===== config.mk =====
export PLATFORM = sky130hd
export DESIGN_NAME = clock_meas
export DESIGN_NICKNAME = d
export VERILOG_FILES = /design/src/rtl/clock_meas_pkg.sv /design/src/rtl/sync_edge_det.sv /design/src/rtl/clock_meas.sv
export SDC_FILE = /design/constraint.sdc
export NUM_CORES = 1
export LEC_CHECK = 0
export CORE_UTILIZATION = 59
export CTS_BUF_LIST = sky130_fd_sc_hd__clkbuf_4 sky130_fd_sc_hd__clkbuf_8
export CTS_CLUSTER_SIZE = 40
export DETAILED_ROUTE_END_ITERATION = 16
export GPL_TIMING_DRIVEN = 1
export PLACE_DENSITY_LB_ADDON = 0.05
export SLEW_MARGIN = 20
export SYNTH_ARGS = -nofsm -noshare
export SYNTH_HDL_FRONTEND = slang
export SYNTH_HIERARCHICAL = 1
export SYNTH_SLANG_ARGS = --single-unit

===== constraint.sdc =====
create_clock -name clock_in_i -period 2.2 [get_ports clock_in_i]
set_input_delay 0.33 -clock clock_in_i [delete_from_list [all_inputs] [get_ports clock_in_i]]
set_output_delay 0.33 -clock clock_in_i [all_outputs]
set_load 0.1 [all_outputs]

===== src/rtl/clock_meas_pkg.sv =====
// ---------------------------------------------------------------------------
// clock_meas_pkg
//   Shared types and helpers for the clock measurement block.
//   - state_t  : measurement FSM states (IDLE, GATE, HOLD)
//   - gate_len : gate window length in system cycles for a given exponent
// ---------------------------------------------------------------------------
package clock_meas_pkg;

  typedef enum logic [1:0] {
    IDLE = 2'd0,  // waiting for start_i
    GATE = 2'd1,  // counting edges inside the gate window
    HOLD = 2'd2   // result presented, waiting for ready_i
  } state_t;

  // Gate window length, 2^gate_exp system cycles.
  function automatic int unsigned gate_len(input int unsigned gate_exp);
    return 32'd1 << gate_exp;
  endfunction

endpackage


===== src/rtl/sync_edge_det.sv =====
// ---------------------------------------------------------------------------
// sync_edge_det
//   Brings an asynchronous level into the clock_in_i domain through a
//   SYNC_STAGES-deep flop chain, then detects its rising edge against one
//   history flop. Rising edge on async_i appears on rise_o SYNC_STAGES+1
//   clock_in_i edges later (counting the edge that consumes the pulse).
//
// Ports:
//   clock_in_i  in   system clock
//   reset_ni    in   asynchronous active-low reset (all flops cleared)
//   async_i     in   asynchronous input level
//   level_o     out  synchronised level
//   rise_o      out  single-cycle pulse on a synchronised rising edge
// ---------------------------------------------------------------------------
module sync_edge_det #(
  parameter int SYNC_STAGES = 2
) (
  input  logic clock_in_i,
  input  logic reset_ni,
  input  logic async_i,
  output logic level_o,
  output logic rise_o
);

  logic [SYNC_STAGES-1:0] sync_q;
  logic                   hist_q;

  // The history flop runs unconditionally so that a level already high out
  // of reset is absorbed before anything downstream can count it.
  // NOTE: sequential state is written with non-blocking assignments so every
  // flop samples the pre-edge value of its neighbour; blocking here would
  // collapse the synchroniser chain into a single stage.
  always_ff @(posedge clock_in_i or negedge reset_ni) begin
    if (!reset_ni) begin
      sync_q <= '0;
      hist_q <= 1'b0;
    end else begin
      sync_q <= {sync_q[SYNC_STAGES-2:0], async_i};
      hist_q <= sync_q[SYNC_STAGES-1];
    end
  end

  assign level_o = sync_q[SYNC_STAGES-1];
  assign rise_o  = level_o & ~hist_q;

endmodule


===== src/rtl/clock_meas.sv =====
// ---------------------------------------------------------------------------
// clock_meas
//   Counts rising edges of a slow, asynchronous clock (meas_clk_i) over a
//   gate window of 2^GATE_EXP enabled clock_in_i cycles and presents the
//   saturating count on a valid/ready handshake.
//
// Ports:
//   clock_in_i  in   system clock
//   reset_ni    in   asynchronous active-low reset
//   clear_i     in   synchronous clear, aborts and returns to IDLE
//   en_i        in   enable; low pauses the gate timer and edge counting
//   meas_clk_i  in   clock under measurement (asynchronous)
//   start_i     in   start one measurement (honoured in IDLE with en_i)
//   cont_i      in   re-arm into a new gate on each handshake
//   count_o     out  measured rising-edge count (saturating)
//   overflow_o  out  count saturated during the measurement
//   valid_o     out  count_o / overflow_o valid
//   ready_i     in   consumer accepts the result
//   busy_o      out  high while in GATE (including paused cycles)
// ---------------------------------------------------------------------------
module clock_meas
  import clock_meas_pkg::*;
#(
  parameter int GATE_EXP    = 8,
  parameter int CNT_W       = 16,
  parameter int SYNC_STAGES = 2
) (
  input  logic             clock_in_i,
  input  logic             reset_ni,
  input  logic             clear_i,
  input  logic             en_i,
  input  logic             meas_clk_i,
  input  logic             start_i,
  input  logic             cont_i,
  output logic [CNT_W-1:0] count_o,
  output logic             overflow_o,
  output logic             valid_o,
  input  logic             ready_i,
  output logic             busy_o
);

  localparam int unsigned       GATE_LEN  = gate_len(GATE_EXP);
  localparam logic [GATE_EXP:0] GATE_LAST = (GATE_EXP+1)'(GATE_LEN - 1);
  localparam logic [GATE_EXP:0] GATE_ONE  = (GATE_EXP+1)'(1);
  localparam logic [CNT_W-1:0]  CNT_ONE   = CNT_W'(1);

  // -------------------------------------------------------------------------
  // Synchroniser and rising-edge detect
  // -------------------------------------------------------------------------
  logic edge_p;

  sync_edge_det #(
    .SYNC_STAGES (SYNC_STAGES)
  ) u_sync_edge_det (
    .clock_in_i (clock_in_i),
    .reset_ni   (reset_ni),
    .async_i    (meas_clk_i),
    .level_o    (),
    .rise_o     (edge_p)
  );

  // -------------------------------------------------------------------------
  // State and counters
  // -------------------------------------------------------------------------
  state_t            state_q,    state_d;
  logic [GATE_EXP:0] gate_cnt_q, gate_cnt_d;
  logic [CNT_W-1:0]  edge_cnt_q, edge_cnt_d;
  logic              edge_ovf_q, edge_ovf_d;
  logic [CNT_W-1:0]  count_q,    count_d;
  logic              overflow_q, overflow_d;

  // Edge count and overflow as they stand after including this cycle's edge.
  logic [CNT_W-1:0]  edge_cnt_inc;
  logic              edge_ovf_inc;

  always_ff @(posedge clock_in_i or negedge reset_ni) begin
    if (!reset_ni) begin
      state_q    <= IDLE;
      gate_cnt_q <= '0;
      edge_cnt_q <= '0;
      edge_ovf_q <= 1'b0;
      count_q    <= '0;
      overflow_q <= 1'b0;
    end else begin
      state_q    <= state_d;
      gate_cnt_q <= gate_cnt_d;
      edge_cnt_q <= edge_cnt_d;
      edge_ovf_q <= edge_ovf_d;
      count_q    <= count_d;
      overflow_q <= overflow_d;
    end
  end

  // NOTE: every signal assigned in this block gets a default first, so no
  // path through the case/if tree leaves one unassigned and infers a latch.
  always_comb begin
    state_d      = state_q;
    gate_cnt_d   = gate_cnt_q;
    edge_cnt_d   = edge_cnt_q;
    edge_ovf_d   = edge_ovf_q;
    count_d      = count_q;
    overflow_d   = overflow_q;
    edge_cnt_inc = edge_cnt_q;
    edge_ovf_inc = edge_ovf_q;

    // Saturate instead of wrapping; an edge at full scale only flags overflow.
    if (edge_p) begin
      if (&edge_cnt_q) begin
        edge_ovf_inc = 1'b1;
      end else begin
        edge_cnt_inc = edge_cnt_q + CNT_ONE;
      end
    end

    if (clear_i) begin
      // Clear beats everything, including a same-cycle handshake.
      state_d    = IDLE;
      gate_cnt_d = '0;
      edge_cnt_d = '0;
      edge_ovf_d = 1'b0;
      count_d    = '0;
      overflow_d = 1'b0;
    end else begin
      unique case (state_q)
        IDLE: begin
          if (en_i && start_i) begin
            state_d    = GATE;
            gate_cnt_d = '0;
            edge_cnt_d = '0;
            edge_ovf_d = 1'b0;
          end
        end

        GATE: begin
          // Paused cycles (en_i low) freeze both the window and the count.
          if (en_i) begin
            edge_cnt_d = edge_cnt_inc;
            edge_ovf_d = edge_ovf_inc;
            if (gate_cnt_q == GATE_LAST) begin
              // An edge in the final window cycle is part of the result.
              state_d    = HOLD;
              count_d    = edge_cnt_inc;
              overflow_d = edge_ovf_inc;
            end else begin
              gate_cnt_d = gate_cnt_q + GATE_ONE;
            end
          end
        end

        HOLD: begin
          if (ready_i) begin
            if (cont_i) begin
              state_d    = GATE;
              gate_cnt_d = '0;
              edge_cnt_d = '0;
              edge_ovf_d = 1'b0;
            end else begin
              state_d = IDLE;
            end
          end
        end

        default: state_d = IDLE;
      endcase
    end
  end

  assign count_o    = count_q;
  assign overflow_o = overflow_q;
  assign valid_o    = (state_q == HOLD);
  assign busy_o     = (state_q == GATE);

endmodule


* Yosys cells after proc, flatten, opt, wreduce, memory -nomap -nowiden
Index checks and enable logic that the tools add are counted.
** Storage, ports and cells
- Register bits :: 48
- Bits in latches :: 0
- Memory bits (writable) :: 0
- Memory bits (read-only) :: 0
- Input bits :: 8
- Logic and storage cells :: 70
- Memories :: 0
** Operators by class
- Add/subtract/negate cells :: 2
- Multipliers :: 0
- Div/mod/pow operators :: 0
- Order comparisons :: 0
- Eq/ne operators :: 9
- Shift operators :: 0
- Multiplexer cells :: 38
- Bitwise logic cells :: 2
- Reduce and logical (&&, ||, !) cells :: 11
** Operator list (number)
- 16-bit two-way mux :: 11
- 9-bit two-way mux :: 6
- 16-bit case mux with 3 select lines :: 1
- 9-bit case mux with 3 select lines :: 1
- 16-bit by 1-bit adder with 16-bit output, second input constant :: 1
- 16-bit AND reduction :: 1
- 1-bit two-way mux :: 12
- 3-bit inequality test, second input constant :: 4
- 2-bit two-way mux :: 5
- 9-bit by 1-bit adder with 9-bit output, second input constant :: 1
- 9-bit by 8-bit equality test with 1-bit output, second input constant :: 1
- 3-bit by 2-bit inequality test with 1-bit output, second input constant :: 2
- 2-bit case mux with 3 select lines :: 1
- 6-bit AND reduction :: 1
- 2-bit nonzero test :: 3
- 5-bit AND reduction :: 1
- 4-bit AND reduction :: 1
- 4-bit nonzero test :: 1
- 1-bit case mux with 3 select lines :: 1
- 3-bit AND reduction :: 1
- 2-bit by 1-bit equality test with 1-bit output, second input constant :: 1
- 2-bit equality test, second input constant :: 1
- 2-bit logical NOT :: 1
- 1-bit bitwise AND :: 1
- other kinds (2) :: 2

* Logic depth before layout (Yosys ltp)
- Depth in word-level cells :: 7
- Gate-level depth with buffers :: 10
- Mapped depth without buffers :: 9

* Cells and area by module
Netlist, hierarchy kept.
** By module, submodules not included
- clock_meas :: instances 1, cells an instance 281, area each 2523.7 sq um
- sync_edge_det :: instances 1, cells an instance 4, area each 88.8 sq um

* Worst setup path after synthesis
No wires, ideal clock.
- Kind :: flip-flop to flip-flop
- Start point :: reg state_q[1]
- End point :: reg count_q[10] (netlist: count_o[10])
- Setup time :: 133 ps
- Arrival time :: 2878 ps
- Required time :: 2067 ps
- Path slack :: -812 ps
- Cell stages (with the launch flop) :: 7
- Path buffers :: 2
- Clock period less this slack :: 3012 ps
- Cell sequence :: dfrtp_1 -> clkbuf_1 -> nor2b_1 -> a31oi_1 -> clkbuf_1 -> nand2_1 -> o21ai_0
** On the way
- Longest elaborated chain between the ends :: 3
** Ends and longest elaborated chain
- start, declared :: line clock_meas.sv:65 : state_t state_q, state_d;
- start signal, assigned :: line clock_meas.sv:85 : state_q <= state_d;
- 2-bit by 1-bit equality test with 1-bit output
- net busy_o :: line clock_meas.sv:39 : output logic busy_o
- 2-bit nonzero test (no line)
- 3-bit AND reduction (no line)
- end signal, assigned :: line clock_meas.sv:89 : count_q <= count_d;
- end, declared :: line clock_meas.sv:69 : logic [CNT_W-1:0] count_q, count_d;
The timed path passes the listed nets, and every way through them passes these cells.
A chain may end at the register's enable or synchronous reset.

* Final worst setup path
- Start point :: reg edge_cnt_q[5]
- End point :: reg edge_cnt_q[0]
** On the way
- Longest elaborated chain between the ends :: 6
** Ends and longest elaborated chain
- start, declared :: line clock_meas.sv:67 : logic [CNT_W-1:0] edge_cnt_q, edge_cnt_d;
- start signal, assigned :: line clock_meas.sv:87 : edge_cnt_q <= edge_cnt_d;
- 16-bit AND reduction :: line clock_meas.sv:108 : if (&edge_cnt_q) begin
- 16-bit two-way mux :: line clock_meas.sv:108
- 16-bit two-way mux :: line clock_meas.sv:107 : if (edge_p) begin
- 16-bit two-way mux :: line clock_meas.sv:136 : if (en_i) begin
- 16-bit case mux with 3 select lines :: line clock_meas.sv:124 : unique case (state_q)
- 16-bit two-way mux :: line clock_meas.sv:115 : if (clear_i) begin
No other way between the ends. The select of a mux whose other input is x is not followed.

==> flow_summary.yaml <==
grt:
  grt_overflow: 0
  grt_start_max_net_pins: 26
  antenna_found_initial: 0
  grt_pass1_wl_um: 9328
  grt_usage_pct: 27.54
  grt_pass1_vias: 2062
drt:
  final_antenna_net_count: 0
  met3_length_um: 278
  wl_per_cell_um: 15.42
  vias: 2222
  wl_met1_um: 2539
  routed.top_layer: "met4"
  drc: 0
  vias_per_cell: 6.038
  drt_pass1_iterations: 4
  drt_iter0_drc: 129
  routed_wl_um: 5676
  dr_wl_met2_um: 2744
logic_synthesis:
  synth_area_um2: 2613
  synthArstFlopShare_pct: 100.0
  synth_nets: 296
  yosys_warnings: 6
  synthTopCellsByArea: "dfrtp_1, o21ai_0, nand2_1"
  synth-edff-count: 0
  yosysMostFrequentCell: "dfrtp_1"
  synth_seq_area_share_pct: 45.98
  avgSynthCellArea_um2: 9.167
  yosys_most_used_dff: "dfrtp_1"
  synthTopCellsByCount: "dfrtp_1, o21ai_0, nand2_1"
  yosysTopAreaCellShare_pct: 45.98
  synth_cells: 285
  synth.largest_area_cell: "dfrtp_1"
  ys_types: 50
  synth-seq-cells: 48
pwr:
  leakage_nw: 1.355
  ir_drop_uv: 403.8
  powerDensity_nw_per_um2: 521.1
worst_setup_path:
  worstSetupPathType: "reg2reg"
  worstSetupStartpointType: "flip-flop"
  critPathMaxFanout: 12
  cp.required_ns: 2.39
  r2r_slack_ns: 0.17
  crit_arrival_ns: 2.22
  endpoint_kind: "flip-flop"
  reg2reg_from: "edge_cnt_q[5]"
  reg2reg_depth: 5
  timing.rr.end: "edge_cnt_q[0]"
timing:
  finalHoldViolCount: 0
  holdWs_ns: 0.01631
  fin_skew_ns: 0.004170
  slew_violations: 0
  tns_ns: 0
  rsz0062_at_grt: "false"
  max_freq_mhz: 493.0
  tightest_slew_ns: 0.6331
  worst_slack_ns: 0.1717
  fin_crit_sh_pct: 92.19
  final-setup-viol-count: 0
  finalCriticalPeriod_ns: 2.028
  slew_headroom_pct: 57.40
cells_and_area:
  syn2layout_area_growth_pct: 15.42
  fillCellCount: 330
  final_nets: 328
  drive_gt1_share_pct: 18.87
  n_antenna_cell: 0
  finalInstanceArea_um2: 3015
  utilization_pct: 73.27
placement:
  pre_cts_slack_ns: 0.2158
  port-buffer-count: 26
  gp_congestion: 0.8735
  dpl_cell_area_um2: 2918
  hpwl_um: 4018
floorplanning:
  start_util_pct: 63.48
  core_area_um2: 4115
  die_area_um2: 4698
  die_w_um: 68.55
  rows: 23
  die_y_um: 68.55
  io_pins: 27
clock_tree:
  h-tree-depth: 2
  clkLatencyLatePin_ns: 0.30
  cts.clk_slew.worst_paths_ns: 0.08
  clock_sinks: 48
  post_cts_buffers: 0
  cts_hold_buf: 0
  cts_resized: 0
  cts_buffers: 5
  root_buffer: "clkbuf_8"
  clock_path_buffers: 2
  cts_tree: "built"
job:
  max_cap_viol_count: 0
worst_hold_path:
  hp-class: "in2async"
status:
  status: "completed"
==> worst max-delay path: stages (launching register included) <==
cell and delay [ns]:
dfrtp_1 0.51, nand4_2 0.21, or4_4 0.66, nand2_1 0.20
nor2_1 0.08, mux2_2 0.26
==> metrics by stage <==
step / power (mW) / std cells
2_1_floorplan: 0.9646 / 285
5_1_grt: 1.629 / 368
3_5_place_dp: 1.026 / 360
6_report: 1.571 / 368
4_1_cts: 1.583 / 368
3_3_place_gp: 1.024 / 360
==> report_power, final <==
part / leakage [nW] / internal (mW) / switching (mW)
registers: 0.663 / 0.887 / 0.00540
logic: 0.640 / 0.0421 / 0.0736
clock network: 0.0523 / 0.281 / 0.282
==> per-layer routing <==
layer	up-vias	GRT usage, %
met2	72	47.92
met4	0	10.68
met1	1042	33.44
li1	1098	-
met5	-	0
met3	10	5.263
==> worst max-delay path by stage <==
stage,slack [ns],start,endpoint,cells after the start
detailed placement,0.22,edge_cnt_q[5],edge_cnt_q[0],5
finish,0.17,edge_cnt_q[5],edge_cnt_q[0],5
floorplan,-0.13,state_q[1],count_o[10],6
global placement,0.25,edge_cnt_q[5],edge_cnt_q[0],5
global route,0.03,u_sync_edge_det/sync_q[1],count_o[13],6
CTS,0.19,edge_cnt_q[5],edge_cnt_q[0],5
==> kinds of logic after synthesis <==
kind of cell               synth area share [%]
xor gates and xnor gates                  4.023
adders and majority gates                 1.437
buffers and inverters                     6.226
AOI/OAI and AO/OA                         19.21
and+or+nand+nor                           21.50
DFF                                       45.98
muxes                                     1.628
==> cell type report <==
cell class | instances | area, um^2 | area share, %
multi-input cells | 206 | 1254 | 41.58
well taps | 50 | 62.56 | 2.075
flip-flops and latches | 48 | 1201 | 39.83
repair buffers | 44 | 355.3 | 11.78
inverters | 12 | 45.04 | 1.494
clock buffers | 8 | 97.59 | 3.237
==> flip-flops by register name, indices dropped and copies added (netlist names) <==
| register | cells |
|---|---|
| overflow_o | 1 |
| state_q | 2 |
| gate_cnt_q | 9 |
| edge_ovf_q | 1 |
| u_sync_edge_det/sync_q | 2 |
| count_o | 16 |
| u_sync_edge_det/hist_q | 1 |
| edge_cnt_q | 16 |
==> placed cells by master, fill, tap and decap left out, types with 2 or more instances in the layout <==
master           Yosys  routed
dfrtp_1             48      48
o21ai_0             40      40
nand2_1             37      37
buf_4                2      36
nor2_1              14      14
a21oi_1             14      14
inv_1               12      12
nand4_1             10      10
nand3_1             10      10
a31oi_1             10      10
xnor2_1              7       7
o31ai_1              6       6
clkbuf_8             2       6
clkdlybuf4s50_1      0       6
xor2_1               5       5
a22o_1               4       4
nor4_1               4       4
and3_1               4       4
and4_1               3       3
ha_1                 3       3
nor2b_2              0       2
nand4b_1             2       2
nor3_1               2       2
or3_1                2       2
o21ai_1              2       2
mux2i_1              2       2
mux2_2               2       2
clkbuf_4             0       2
No activity file was read; power rests on OpenSTA's default activity.
